===== src/rtl/mdu_iter_div.sv =====
// Iterative restoring divider for the MDU: signed/unsigned, one bit per cycle.
// Quotient goes to LO, remainder to HI; divide-by-zero and MIN/-1 are defined.
module mdu_iter_div #(
    parameter int WIDTH = 32,
    parameter int TAG_W = 4
) (
    input  logic             clk,
    input  logic             rst_n,
    input  logic             in_valid,
    output logic             in_ready,
    input  logic             in_signed,
    input  logic [WIDTH-1:0] in_dividend,
    input  logic [WIDTH-1:0] in_divisor,
    input  logic [TAG_W-1:0] in_tag,
    input  logic             flush_i,
    output logic             out_valid,
    input  logic             out_ready,
    output logic [WIDTH-1:0] out_quot,
    output logic [WIDTH-1:0] out_rem,
    output logic [TAG_W-1:0] out_tag,
    output logic             busy_o
);

    localparam int CW = $clog2(WIDTH);

    typedef enum logic [1:0] {IDLE, CALC, FIX, DONE} state_t;

    state_t           state_q, state_d;
    logic [WIDTH-1:0] a_q, b_q, p_q;
    logic [CW-1:0]    cnt_q;
    logic             q_neg_q, r_neg_q, zero_q;
    logic [TAG_W-1:0] tag_q;

    logic             accept, div_zero, sign_a, sign_b, cnt_last;
    logic [WIDTH-1:0] mag_a, mag_b;
    logic [WIDTH:0]   p_sh;
    logic             ge;
    logic [WIDTH-1:0] diff;
    logic [WIDTH-1:0] quot_fix, rem_fix;

    assign accept   = in_valid & (state_q == IDLE) & ~flush_i;
    assign div_zero = (in_divisor == '0);
    assign sign_a   = in_signed & in_dividend[WIDTH-1];
    assign sign_b   = in_signed & in_divisor[WIDTH-1];
    assign mag_a    = sign_a ? (WIDTH'(0) - in_dividend) : in_dividend;
    assign mag_b    = sign_b ? (WIDTH'(0) - in_divisor) : in_divisor;
    assign cnt_last = (cnt_q == CW'(WIDTH - 1));

    // Partial remainder stays below the divisor, so the low WIDTH bits
    // of the subtraction are exact whenever it is taken.
    assign p_sh = {p_q, a_q[WIDTH-1]};
    assign ge   = (p_sh >= {1'b0, b_q});
    assign diff = p_sh[WIDTH-1:0] - b_q;

    // On divide-by-zero a_q holds the raw dividend rather than its magnitude.
    assign quot_fix = zero_q  ? '1
                    : q_neg_q ? (WIDTH'(0) - a_q) : a_q;
    assign rem_fix  = zero_q  ? a_q
                    : r_neg_q ? (WIDTH'(0) - p_q) : p_q;

    always_ff @(posedge clk or negedge rst_n) begin
        if (!rst_n) begin
            state_q <= IDLE;
        end else begin
            state_q <= state_d;
        end
    end

    always_comb begin
        state_d = state_q;
        unique case (state_q)
            IDLE: if (accept) state_d = div_zero ? FIX : CALC;
            CALC: if (cnt_last) state_d = FIX;
            FIX:  state_d = DONE;
            DONE: if (out_ready) state_d = IDLE;
            default: state_d = IDLE;
        endcase
        if (flush_i) state_d = IDLE;
    end

    always_comb begin
        in_ready  = 1'b0;
        out_valid = 1'b0;
        busy_o    = 1'b1;
        unique case (state_q)
            IDLE: begin
                in_ready = 1'b1;
                busy_o   = 1'b0;
            end
            DONE: out_valid = 1'b1;
            default: ;
        endcase
    end

    always_ff @(posedge clk or negedge rst_n) begin
        if (!rst_n) begin
            a_q     <= '0;
            b_q     <= '0;
            p_q     <= '0;
            cnt_q   <= '0;
            q_neg_q <= 1'b0;
            r_neg_q <= 1'b0;
            zero_q  <= 1'b0;
            tag_q   <= '0;
        end else if (accept) begin
            a_q     <= div_zero ? in_dividend : mag_a;
            b_q     <= mag_b;
            p_q     <= '0;
            cnt_q   <= '0;
            q_neg_q <= in_signed & (in_dividend[WIDTH-1] ^ in_divisor[WIDTH-1]);
            r_neg_q <= sign_a;
            zero_q  <= div_zero;
            tag_q   <= in_tag;
        end else if (state_q == CALC) begin
            p_q   <= ge ? diff : p_sh[WIDTH-1:0];
            a_q   <= {a_q[WIDTH-2:0], ge};
            cnt_q <= cnt_q + 1'b1;
        end
    end

    always_ff @(posedge clk or negedge rst_n) begin
        if (!rst_n) begin
            out_quot <= '0;
            out_rem  <= '0;
            out_tag  <= '0;
        end else if (state_q == FIX && !flush_i) begin
            out_quot <= quot_fix;
            out_rem  <= rem_fix;
            out_tag  <= tag_q;
        end
    end

endmodule

===== config.mk =====
export PLATFORM = sky130hd
export DESIGN_NAME = mdu_iter_div
export DESIGN_NICKNAME = d
export VERILOG_FILES = /design/src/rtl/mdu_iter_div.sv
export SDC_FILE = /design/constraint.sdc
export NUM_CORES = 1
export LEC_CHECK = 0
export ABC_AREA = 1
export ABC_CLOCK_PERIOD_IN_PS = 2500
export CORE_MARGIN = 2
export CORE_UTILIZATION = 53
export CTS_CLUSTER_DIAMETER = 200
export DETAILED_ROUTE_END_ITERATION = 6
export PLACE_DENSITY_LB_ADDON = 0.1
export SKIP_LAST_GASP = 1
export SLEW_MARGIN = 10
export SYNTH_ARGS = -nofsm -noshare
export SYNTH_HDL_FRONTEND = slang
export SYNTH_SLANG_ARGS = --single-unit

===== constraint.sdc =====
create_clock -name clk -period 2.5 [get_ports clk]
set_input_delay 0.5 -clock clk [delete_from_list [all_inputs] [get_ports clk]]
set_output_delay 0.5 -clock clk [all_outputs]
set_load 0.01 [all_outputs]

==> impl_summary.txt <==
----------------------------------------------------
[Clock tree]
  Clock Sinks ... 178
  Max Root-Sink Buffers ... 2
  Clock buffer count from CTS ... 17
  H-tree Lvls ... 4
  Buffer cell driving the clock tree root ... sky130_fd_sc_hd__clkbuf_16
  Post-cts hold buffer count ... 0
  Clock latency reported for the late side of the worst-skew pair ... 0.45 ns
  TritonCTS clock tree ... done
  Clock input transition at the sequential cells of the worst setup and hold paths ... 0.08 ns

[Status]
  Result of the run ... finished clean

[Drt]
  Final ANT Viol Nets ... 0
  Remaining routing DRC violations ... 0
  Violation count after the first detailed-route iteration ... 1724
  Post-detailed-route via-to-cell ratio ... 5.655
  Drt pass-1 iters ... 6
  Average wire per cell in the routed design ... 17.67 µm
  Final routed wirelength across all metal layers ... 48.59 mm
  Via count ... 15550

[Synth]
  Ys Warns ... 0
  Summed instance area of the synthesized netlist ... 13910 µm²
  Sequential-to-total area share from yosys stat ... 32.01%
  Post-Synthesis Net Count ... 2320
  Yosys cell types ... 49
  Cell accounting for the most synthesized area ... sky130_fd_sc_hd__dfrtp_1
  Cells after synthesis ... 2203
  Post-synth top area share ... 32.01%
  Post-synthesis register bit count ... 178
  Average cell area after synthesis ... 6.316 µm²
  Cells taking the most area after synthesis ... sky130_fd_sc_hd__dfrtp_1 32%, sky130_fd_sc_hd__nand2_1 19%, sky130_fd_sc_hd__nand3_1 8.8%, sky130_fd_sc_hd__inv_1 8.6%, sky130_fd_sc_hd__nor2_1 5.6%

[Die]
  Area of the die ... 27570 µm²
  Y dimension of the die ... 166.0 µm
  Initial Utilization ... 53.70%
  Die W ... 166.0 µm
  Site row count ... 59
  Top-level I/O count ... 145
  Core ar. ... 25910 µm²

[Global route]
  Grt total ovfl ... 0
  First-pass GRT wire length ... 75.92 mm
  Number of antenna violations at the first check in global routing ... 0
  Vias in the first global route ... 14270
  Largest net degree at the start of global routing ... 68
  Overall track demand over capacity in global routing ... 34.75%

[Power]
  Static leakage ... 8.861 nW
  Pwr/cell area ... 1248 nW/µm²
  Combinational cell fraction of total power ... 61.4%
  Portion of total power attributed to sequential cells ... 25.1%
  VDD IR-drop max ... 0.7498 mV
  Power dissipated by switching net loads ... 10.91 mW
  Power after layout ... 21.28 mW
  Total internal power ... 10.37 mW
  Switching power share of the total ... 51.26%
  Clk pwr share ... 13.5%

[Final layout]
  Sequential cell area ... 4454 µm²
  Leading cell types in the layout, fill and taps excluded ... 684 x sky130_fd_sc_hd__nand2_1, 317 x sky130_fd_sc_hd__inv_1, 246 x sky130_fd_sc_hd__nand3_1
  Footprint of the multi-input gates ... 7960 µm²
  Commonest non-fill, non-tap cell in the layout ... sky130_fd_sc_hd__nand2_1
  Filler cell count in the final layout ... 2386
  # diodes ... 0
  Fraction of layout cells with a size suffix above 1 ... 8.244%
  Area delta synth->final ... 22.53%
  Fin cells ... 2749
  Fin nets ... 2518
  Post-layout instance area ... 17050 µm²

[Critical path]
  Maximum fanout along the worst path ... 7
  Data arrival at the endpoint of the critical path ... 2.77 ns
  Path depth of the worst reg2reg path ... 14
  Crit end category ... flip-flop
  Critical path startpoint category ... flip-flop
  Category of the most critical setup path ... flip-flop to flip-flop
  Crit path required time ... 2.83 ns

[STA]
  Worst clock skew ... 0.02684 ns
  Max-slew headroom at the worst pin ... 45.99%
  Final period demand of the worst path ... 2.434 ns
  Slew @ Worst Pin ... 0.8082 ns
  Fmax achieved ... 0.4109 GHz
  Pins over their slew limit ... 0
  Worst hold-check slack ... 0.01738 ns
  Total count of hold-check failures in the final report ... 0
  Period Utilization, post-route ... 97.34%
  Final setup violation count ... 0
  Setup TNS Final ... 0 ns

[Placed design]
  Final Wtd Congestion ... 0.9960
  Input/output buffers ... 144
  Area of placed instances ... 16370 µm²
  Placed insts ... 2717
  Detailed-placement wirelength estimate ... 38.34 mm

[Hold path]
  Worst min-delay path category ... input port to asynchronous set/reset pin

[Job]
  Reported max-cap violation count ... 0

----------------------------------------------------
## sequential cells by signal, indices dropped and copies added, names as in the netlist
| register | count |
|---|---|
| out_quot | 32 |
| zero_q | 1 |
| out_tag | 4 |
| q_neg_q | 1 |
| a_q | 32 |
| b_q | 32 |
| r_neg_q | 1 |
| p_q | 32 |
| out_rem | 32 |
| cnt_q | 5 |
| state_q | 2 |
| tag_q | 4 |
## area by class of cell
cell class                      count  area share, %
Clock buffer                       18          2.576
Clock inverter                     14          1.086
Inverter                          332          7.310
Multi-Input combinational cell   1626          46.69
Sequential cell                   178          26.13
Tap cell                          335          2.459
Timing Repair Buffer              246          13.75
## metal layers
metal  global-route usage [%]  vias to the layer above  part of all wire [%]
li1                         -                     7418                     -
met1                    51.26                     7271                    45
met2                    51.76                      792                    42
met3                    7.674                       65                    11
met4                    8.922                        0                   2.1
met5                        0                        -                     0
## through the flow
stage | worst slack [ns] | utilization (%)
2_1_floorplan | 0.5477 | -
3_3_place_gp | -0.1006 | 63.16
3_5_place_dp | -0.1699 | 63.16
4_1_cts | 0.1131 | 65.57
5_1_grt | -0.005622 | 65.80
6_report | 0.06643 | 65.80
## synthesized netlist by cell type, drive strengths merged
cell,number
o32ai,1
nand3,250
inv,327
and3,2
a21oi,81
xnor2,18
a31oi,13
xor2,30
nor4,5
nor3,24
and2,4
nand2,695
nand4,27
buf,26
o22ai,29
clkinv,5
fa,1
o211ai,9
dfrtp,178
clkbuf,41
a22oi,1
nor2,226
ha,42
o21ai,130
o21a,2
or2,8
o21bai,13
nand3b,7
a22o,1
o31ai,1
a21o,2
o221ai,4
## worst paths after layout
path,startpoint,to,slack (ns)
setup / recovery,b_q[23],p_q[29],0.07
hold / removal,rst_n,p_q[31],0.02
setup reg to reg,b_q[23],p_q[29],0.07
hold reg to reg,tag_q[1],out_tag[1],0.48
max in group asynchronous,rst_n,b_q[3],1.74
min in group clk,tag_q[1],out_tag[1],0.48
## cells by family after synthesis
family	after synthesis	share of synthesized area (%)
AOI/OAI and AO/OA	287	11.47
xor gates and xnor gates	48	3.021
adders and majority gates	43	3.920
buffers and inverters	399	11.21
DFF	178	32.01
and+or+nand+nor	1248	38.36
## power groups by stage
stage / Combinational (mW) / Sequential (mW) / Clock [mW]
floorplan: 7.79 / 5.01 / 0
global placement: 12.5 / 5.26 / 0
detailed placement: 12.6 / 5.29 / 0
CTS: 12.7 / 5.25 / 2.88
global route: 14.4 / 5.42 / 2.98
finish: 13.1 / 5.34 / 2.88
## critical path: stages, from the launching register on
cell	delay (ns)
sky130_fd_sc_hd__dfrtp_1	0.38
sky130_fd_sc_hd__inv_1	0.12
sky130_fd_sc_hd__ha_1	0.44
sky130_fd_sc_hd__nand2_1	0.11
sky130_fd_sc_hd__nor2_1	0.23
sky130_fd_sc_hd__nand2_1	0.08
sky130_fd_sc_hd__nor2_1	0.10
sky130_fd_sc_hd__nand2_1	0.14
sky130_fd_sc_hd__nand2_2	0.15
sky130_fd_sc_hd__nor2_8	0.06
sky130_fd_sc_hd__nand2_8	0.13
sky130_fd_sc_hd__buf_12	0.12
sky130_fd_sc_hd__nand3_1	0.12
sky130_fd_sc_hd__nand2_1	0.09
sky130_fd_sc_hd__nand2_1	0.04
## repair_timing
action / in CTS / in global routing
resized for setup: 0 / 14
endpoints found under the setup margin: 0 / 25
hold endpoints to repair: 0 / 0
buffers inserted: 0 / 0
No activity file was read; power rests on OpenSTA's default activity.
